===== src/rtl/cei_mochila_pkg.sv =====
// Subsystem-level defaults: number of safe-CPU masters sharing the
// peripheral port and the matching master-index type.
package cei_mochila_pkg;

    localparam int NUM_MASTERS_DEFAULT = 3;
    localparam int MASTER_IDX_W        = $clog2(NUM_MASTERS_DEFAULT);

    typedef logic [MASTER_IDX_W-1:0] master_idx_t;

endpackage


===== src/rtl/obi_pkg.sv =====
// OBI bus request/response structures shared by masters, the arbiter
// and the peripheral subsystem slave port.
package obi_pkg;

    localparam int OBI_ADDR_W = 32;
    localparam int OBI_DATA_W = 32;
    localparam int OBI_BE_W   = OBI_DATA_W / 8;

    typedef struct packed {
        logic                  req;
        logic                  we;
        logic [OBI_BE_W-1:0]   be;
        logic [OBI_ADDR_W-1:0] addr;
        logic [OBI_DATA_W-1:0] wdata;
    } obi_req_t;

    typedef struct packed {
        logic                  gnt;
        logic                  rvalid;
        logic [OBI_DATA_W-1:0] rdata;
    } obi_resp_t;

endpackage


===== src/rtl/obi_arb_id_fifo.sv =====
// Small in-order FIFO holding the master index of every granted request
// until its response returns. Any DEPTH >= 1 is supported.
module obi_arb_id_fifo #(
    parameter int DEPTH = 2,
    parameter int WIDTH = 2
) (
    input  logic             clk_i,
    input  logic             rst_i,
    input  logic             push,
    input  logic             pop,
    input  logic [WIDTH-1:0] wdata,
    output logic [WIDTH-1:0] rdata,
    output logic             full,
    output logic             empty
);

    localparam int PTR_W = (DEPTH > 1) ? $clog2(DEPTH) : 1;
    localparam int CNT_W = $clog2(DEPTH + 1);

    logic [WIDTH-1:0] mem [DEPTH];
    logic [PTR_W-1:0] wr_ptr;
    logic [PTR_W-1:0] rd_ptr;
    logic [CNT_W-1:0] count;
    logic             do_push;
    logic             do_pop;

    function automatic logic [PTR_W-1:0] ptr_inc(input logic [PTR_W-1:0] p);
        return (p == PTR_W'(DEPTH - 1)) ? '0 : p + PTR_W'(1);
    endfunction

    assign full    = (count == CNT_W'(DEPTH));
    assign empty   = (count == '0);
    assign do_pop  = pop && !empty;
    // A full FIFO may still accept a push when the head leaves in the same cycle.
    assign do_push = push && (!full || do_pop);
    assign rdata   = mem[rd_ptr];

    // NOTE: sequential state uses non-blocking assignments so every flop samples pre-edge values.
    always_ff @(posedge clk_i or posedge rst_i) begin
        if (rst_i) begin
            wr_ptr <= '0;
            rd_ptr <= '0;
            count  <= '0;
        end else begin
            if (do_push) wr_ptr <= ptr_inc(wr_ptr);
            if (do_pop)  rd_ptr <= ptr_inc(rd_ptr);
            case ({do_push, do_pop})
                2'b10:   count <= count + CNT_W'(1);
                2'b01:   count <= count - CNT_W'(1);
                default: count <= count;
            endcase
        end
    end

    // NOTE: storage has no reset; an entry is only read after a push has written it.
    always_ff @(posedge clk_i) begin
        if (do_push) mem[wr_ptr] <= wdata;
    end

endmodule


===== src/rtl/obi_periph_arbiter.sv =====
// Round-robin arbiter sharing the peripheral OBI slave port between masters,
// with in-order response routing. Define CRIT_SECTION_LOCK_EN for critical-section grant restriction.
module obi_periph_arbiter
    import obi_pkg::*, cei_mochila_pkg::*;
#(
    parameter int NUM_MASTERS     = NUM_MASTERS_DEFAULT,
    parameter int MAX_OUTSTANDING = 2,
    parameter int IDX_W           = $clog2(NUM_MASTERS)
) (
    input  logic       clk_i,
    input  logic       rst_i,
    input  obi_req_t   master_req_i  [NUM_MASTERS],
    output obi_resp_t  master_resp_o [NUM_MASTERS],
    output obi_req_t   slave_req_o,
    input  obi_resp_t  slave_resp_i,
    input  logic       critical_section_i,
    input  logic [2:0] master_core_i,
    output logic       err_o
);

    logic [IDX_W-1:0]       rr_ptr;
    logic                   lock_valid;
    logic [IDX_W-1:0]       lock_idx;
    logic [NUM_MASTERS-1:0] eligible;
    logic [IDX_W-1:0]       rr_sel;
    logic                   rr_found;
    logic [IDX_W-1:0]       sel;
    logic                   req_valid;
    logic                   handshake;
    logic                   fifo_full;
    logic                   fifo_empty;
    logic                   fifo_pop;
    logic [IDX_W-1:0]       fifo_head;
    logic                   err;

    function automatic logic [IDX_W-1:0] idx_inc(input logic [IDX_W-1:0] idx);
        return (idx == IDX_W'(NUM_MASTERS - 1)) ? '0 : idx + IDX_W'(1);
    endfunction

    // A full ID FIFO blocks every request, independent of a same-cycle rvalid.
    always_comb begin
        for (int i = 0; i < NUM_MASTERS; i++) begin
`ifdef CRIT_SECTION_LOCK_EN
            eligible[i] = master_req_i[i].req && !fifo_full &&
                          (!critical_section_i || (int'(master_core_i) == i));
`else
            eligible[i] = master_req_i[i].req && !fifo_full;
`endif
        end
    end

`ifndef CRIT_SECTION_LOCK_EN
    logic unused_crit;
    assign unused_crit = critical_section_i ^ (^master_core_i);
`endif

    // NOTE: combinational outputs get a default first so no path infers a latch.
    always_comb begin
        rr_sel   = rr_ptr;
        rr_found = 1'b0;
        for (int k = 0; k < NUM_MASTERS; k++) begin
            int idx;
            idx = (int'(rr_ptr) + k) % NUM_MASTERS;
            if (!rr_found && eligible[idx]) begin
                rr_found = 1'b1;
                rr_sel   = IDX_W'(idx);
            end
        end
    end

    // A stalled request keeps its selection until granted, even across critical sections.
    always_comb begin
        if (lock_valid) begin
            sel       = lock_idx;
            req_valid = master_req_i[lock_idx].req && !fifo_full;
        end else begin
            sel       = rr_sel;
            req_valid = rr_found;
        end
    end

    assign handshake = req_valid && slave_resp_i.gnt;
    assign fifo_pop  = slave_resp_i.rvalid && !fifo_empty;

    always_comb begin
        slave_req_o     = master_req_i[sel];
        slave_req_o.req = req_valid;
    end

    always_comb begin
        for (int i = 0; i < NUM_MASTERS; i++) begin
            master_resp_o[i].gnt    = handshake && (sel == IDX_W'(i));
            master_resp_o[i].rvalid = fifo_pop && (fifo_head == IDX_W'(i));
            master_resp_o[i].rdata  = slave_resp_i.rdata;
        end
    end

    always_ff @(posedge clk_i or posedge rst_i) begin
        if (rst_i) begin
            rr_ptr     <= '0;
            lock_valid <= 1'b0;
            lock_idx   <= '0;
        end else if (handshake) begin
            rr_ptr     <= idx_inc(sel);
            lock_valid <= 1'b0;
        end else if (req_valid) begin
            lock_valid <= 1'b1;
            lock_idx   <= sel;
        end
    end

    // A response with nothing outstanding is a slave protocol violation; flag it until reset.
    always_ff @(posedge clk_i or posedge rst_i) begin
        if (rst_i) begin
            err <= 1'b0;
        end else if (slave_resp_i.rvalid && fifo_empty) begin
            err <= 1'b1;
        end
    end

    assign err_o = err;

    obi_arb_id_fifo #(
        .DEPTH (MAX_OUTSTANDING),
        .WIDTH (IDX_W)
    ) u_id_fifo (
        .clk_i (clk_i),
        .rst_i (rst_i),
        .push  (handshake),
        .pop   (fifo_pop),
        .wdata (sel),
        .rdata (fifo_head),
        .full  (fifo_full),
        .empty (fifo_empty)
    );

endmodule


===== config.mk =====
export PLATFORM = sky130hd
export DESIGN_NAME = obi_periph_arbiter
export DESIGN_NICKNAME = d
export VERILOG_FILES = /design/src/rtl/cei_mochila_pkg.sv /design/src/rtl/obi_pkg.sv /design/src/rtl/obi_arb_id_fifo.sv /design/src/rtl/obi_periph_arbiter.sv
export SDC_FILE = /design/constraint.sdc
export NUM_CORES = 1
export LEC_CHECK = 0
export ABC_AREA = 1
export CAP_MARGIN = 15
export CELL_PAD_IN_SITES_DETAIL_PLACEMENT = 1
export CELL_PAD_IN_SITES_GLOBAL_PLACEMENT = 1
export CORE_AREA = 4 4 163 165
export CTS_CLUSTER_SIZE = 40
export DETAILED_ROUTE_END_ITERATION = 10
export DIE_AREA = 0 0 167 169
export PLACE_DENSITY_LB_ADDON = 0.25
export SYNTH_ARGS = -nofsm -noshare
export SYNTH_HDL_FRONTEND = slang
export SYNTH_SLANG_ARGS = --single-unit

===== constraint.sdc =====
create_clock -name clk_i -period 7.6 [get_ports clk_i]
set_clock_uncertainty 0.1 [all_clocks]
set_input_delay 1.52 -clock clk_i [delete_from_list [all_inputs] [get_ports clk_i]]
set_output_delay 1.52 -clock clk_i [all_outputs]
set_load 0.005 [all_outputs]

======== Word level (Yosys, flattened, before mapping) ========
Memory sizes are Yosys's and may differ from the RTL's.
Index checks and enable logic that the tools add are counted.
word-level totals
  bits in registers ....................... 10
  memory bits (writable) .................. 4
  output and inout bits ................... 173
  word-level logic and storage cells ...... 92
  memories kept ........................... 1
memories
  name           words  width  rd ports  clocked after memory_dff  write ports  RTL line               source
  u_id_fifo.mem  2      2      1         0                         1            obi_arb_id_fifo.sv:20  logic [WIDTH-1:0] mem [DEPTH];
cells by class
  add/sub/neg operators ................... 7
  divide/modulo/power cells ............... 3
  order comparisons ....................... 5
  eq/ne operators ......................... 7
  multiplexer cells ....................... 31
  bitwise gates (word level) .............. 3
  reductions and logical operators ........ 28
operator list
  cell                   count
  $bmux 70 s2            2
  $mux 70                2
  $mux 69                2
  $lt 32x4->1 const B    3
  $mod 32x3->32 const B  2
  $mod 3x3->32 const B   1
  $logic_and 1x1->1      17
  $mux 1                 16
  $mux 2                 5
  $eq 2x2->1 const B     4
  $bmux 1 s2             3
  $eq 2x1->1 const B     3
  $ge 3x3->1 const B     2
  $logic_not 2->1        3
  $not 2->3              2
  $add 2x1->2 const B    2
  $logic_not 1->1        4
  $pmux 2 s2             1
  $reduce_bool 2->1      2
  $add 2x1->3 const B    1
  $add 2x2->3 const B    1
  $add 1x1->1 const B    2
  $reduce_and 2->1       1
  $sub 2x1->2 const B    1
  2 further kinds        2

======== Logic depth before layout (Yosys ltp) ========
  word-level depth ........................ 18
  gate-level depth with buffers ........... 18

======== Modules after synthesis ========
Synthesis repeated with hierarchy kept, for this count alone.
second synthesis, totals
  cell total of the unflattened synthesis .. 578
  area, all modules ....................... 3619.7 um^2
by module, submodules not included
  module              instances  cells each  area each (um^2)
  obi_periph_arbiter  1          540         3223.1
  obi_arb_id_fifo     1          38          396.6

======== Worst setup path after synthesis ========
OpenSTA, ideal clock, no wires.
  kind .................................... input-to-output
  start point ............................. input port master_req_i[209] (netlist bit)
  end point ............................... output port slave_req_o[60] (netlist bit)
  arrival time ............................ 2739 ps
  data required time ...................... 5980 ps
  setup slack ............................. 3241 ps
  stages on the path ...................... 10
  path buffers ............................ 1
  path through ............................ nand3_2 nand2_1 a21oi_2 nand3_2 o21ai_2 inv_1 a21oi_4 buf_6 nand3_1 nand2_1
RTL lines
  item         RTL line                  source
  from (decl)  obi_periph_arbiter.sv:12  input obi_req_t master_req_i [NUM_MASTERS],
  to (decl)    obi_periph_arbiter.sv:14  output obi_req_t slave_req_o,

==> flow_summary_export.csv <==
group,metric,value,unit
status,status,"finished, final reports clean",
yosys,synth_mux_area_frac,0.002686,
global_routing,gr-total-overflow,0,
timing,timing.final.crit_share,0.8313,
global_routing,grt_pass1_wl,30230,µm
drt,ant_nets,0,
drt,post_drt_wl_per_cell,16.73,µm
clock_network,htree_levels,1,
yosys,yosysTopAreaCellShare,0.3093,
place,dpl.hpwl,14790,µm
timing,finalSetupViolations,0,
power,power,0.003375,W
yosys,yosysTopAreaCell,"nand2_1",
setup_path,cp-endpoint,"slave_req_o[54]",
place,gp_congestion,0.7495,
yosys,synthSimpleGateAreaFrac,0.5517,
setup_path,end_kind,"output port",
power,ir_worst_vdd,0.2510,mV
yosys,synthTopCellsByArea,"nand2_1 31%, nand3_1 20%, buf_4 20%",
floorplan,dieArea,28220,µm²
timing,slew_headroom,0.3974,
global_routing,grt_antenna_before_repair,0,
layout,layout.nets,1099,
setup_path,worstPathRequired,5.98,ns
setup_path,rr_worst_depth,13,
clock_network,cts_sinks,14,
layout,fin_cells,1175,
yosys,async_flop_share,0.7143,
setup_path,slowest_stage,"buf_4",
place,placed_area,6110,µm²
clock_network,holdBufCountCts,0,
floorplan,io_pins,423,
layout,layout-drive-gt1-share,0.03669,
yosys,synth-seq-cells,14,
power,p_leak,2.915,nW
setup_path,reg2reg_to,"rr_ptr[1]",
clock_network,clock_path_buffers,2,
layout,design_area,6188,µm²
yosys,synth_top_family_by_area,"simple AND/OR/NAND/NOR gates",
yosys,synthesis.nets,937,
layout,nFillCells,3183,
floorplan,die_w,167,µm
place,port_buffers,290,
layout,multiInputGateArea,2236,µm²
timing,rsz0062_at_grt,"no",
yosys,synth_fa_ha_area_frac,0.01007,
clock_network,post_cts_buffers,0,
yosys,synth_edf_count,4,
drt,drc,0,
drt,drt_iter0_drc,197,
clock_network,clock-root-buffer,"clkbuf_16",
layout,seqCellArea,370.4,µm²
yosys,synth_compound_area_frac,0.02351,
setup_path,crit_chain,"clkdlybuf4s50_1, nand3_2, nand2_1, a21oi_2, nand3_2, nand2_1, nand2_2, nand2_4, buf_4, nand2_1, nand2_1, nand2_1, nand2_1, clkdlybuf4s50_1",
setup_path,crit_fanout,44,
yosys,synth.distinct_cells,30,
setup_path,cp_common_cell,"nand2_1",
clock_network,cts.repair.resized,0,
hold_path,min_path_type,"reg -> reg",
yosys,yosysWarnings,0,
floorplan,core_area,25040,µm²
clock_network,cts_buffers,3,
yosys,synth_xor_area_frac,0.009402,
clock_network,cts_tree,"built",
yosys,synth_cells,684,
setup_path,critPathMaxStageDelay,0.57,ns
setup_path,startpoint,"master_req_i[209]",
timing,worstMarginPinSlew,0.9039,ns
layout,mostFrequentLayoutCell,"nand2_1",
yosys,yosys_most_used_dff,"dfrtp_1",
timing,fin_crit,6.318,ns
global_routing,grt_max_degree,70,
floorplan,die_y,169,µm
drt,wl,19660,µm
clock_network,clk_pin_slew_worst_paths,0.04,ns
place,place_inst,1171,
setup_path,startpoint_type,"input pin",
yosys,syn_area_per_cell,5.447,µm²
layout,layout_common_cells,"305 x nand2_1, 290 x clkdlybuf4s50_1, 149 x nand3_1",
setup_path,rrSetupSlack,4.61,ns
drt,drt_pass1_iterations,4,
global_routing,grt_usage,0.1331,
power,powerDensity,545.4,nW/µm²
setup_path,r2r-start,"rr_ptr[1]",
global_routing,grt_pass1_vias,5213,
drt,via_count,4801,
yosys,yosysSeqAreaShare,0.09940,
clock_network,clkLatencyLatePin,0.24,ns
run,cap_violations,0,
floorplan,start_util,0.1488,
layout,num_antenna_cells,0,
timing,drv_slew,0,
drt,vias_per_cell,4.086,
timing,clock.fmax,158.3,MHz
timing,hold_viol,0,
setup_path,cp.arrival,4.70,ns
floorplan,rows,58,
timing,finalSetupTns,0,ns
yosys,synth.cell_area,3726,µm²
layout,area_delta_synth_final,66.08,%
setup_path,crit_type,"in -> out",
[state kept, by name (all words and copies together) (netlist names)]
signal / count
err_o: 1
lock_idx: 2
lock_valid: 1
rr_ptr: 2
u_id_fifo.count: 2
u_id_fifo.mem: 4
u_id_fifo.rd_ptr: 1
u_id_fifo.wr_ptr: 1
[stage by stage]
| step | util | setup WS [ns] | hold WS (ns) |
|---|---|---|---|
| floorplan | - | 3.241 | 0.3635 |
| detailed placement | 0.2440 | 1.169 | 0.3579 |
| global placement | 0.2440 | 1.178 | 0.3538 |
| global route | 0.2472 | 0.8545 | 0.3933 |
| finish | 0.2472 | 1.282 | 0.3665 |
| CTS | 0.2472 | 1.153 | 0.3693 |
[final cells by class]
cell class / count / area share
repair buffers: 297 / 0.4836
well taps: 330 / 0.06672
clock inverters: 1 / 0.0006066
multi-input cells: 504 / 0.3613
flip-flops and latches: 14 / 0.05985
clock buffers: 3 / 0.01213
inverters: 26 / 0.01577
[kinds of logic (layout without fill, tap and decap cells)]
logic type	after synthesis	after routing
compound gates	13	13
xor+xnor	4	4
fa+ha+maj	3	3
buf+inv	166	327
flops	14	14
mux	1	1
simple gates	483	483
[power by group]
part	switching (W)	internal, W
registers	0.0000246	0.000118
logic	0.00172	0.00142
clock network	0.0000282	0.0000694
total	0.00177	0.00160
[how the worst min path moves through the flow]
stage / depth (start not counted) / startpoint / end
after global routing: 1 / err_o / err_o
after CTS: 1 / err_o / err_o
after global placement: 1 / err_o / err_o
final: 1 / err_o / err_o
after floorplan: 1 / u_id_fifo.wr_ptr / u_id_fifo.wr_ptr
after detailed placement: 1 / err_o / err_o
[critical path: cells and delay by family]
kind | cells | cell delay [ns]
AO/OA/AOI/OAI | 1 | 0.25
AND/OR/NAND/NOR | 10 | 1.32
buffers and inverters | 3 | 1.56
[per-layer routing]
| layer | share of wire | wire [µm] | GRT usage | up-vias |
|---|---|---|---|---|
| li1 | - | - | - | 2395 |
| met1 | 0.40 | 7934 | 0.1565 | 2158 |
| met2 | 0.49 | 9724 | 0.2425 | 203 |
| met3 | 0.081 | 1589 | 0.03573 | 45 |
| met4 | 0.021 | 412 | 0.02917 | 0 |
| met5 | 0 | 0 | 0 | - |
[cells in the mapped netlist (all sizes together), types with 3 or more instances]
master  number
nand3      152
edfxtp       4
nor2        13
o21ai        8
inv         26
buf        132
clkbuf       8
nand2      312
a21oi        4
dfrtp       10
ha           3
xor2         3
(Power assumes the default switching activity.)
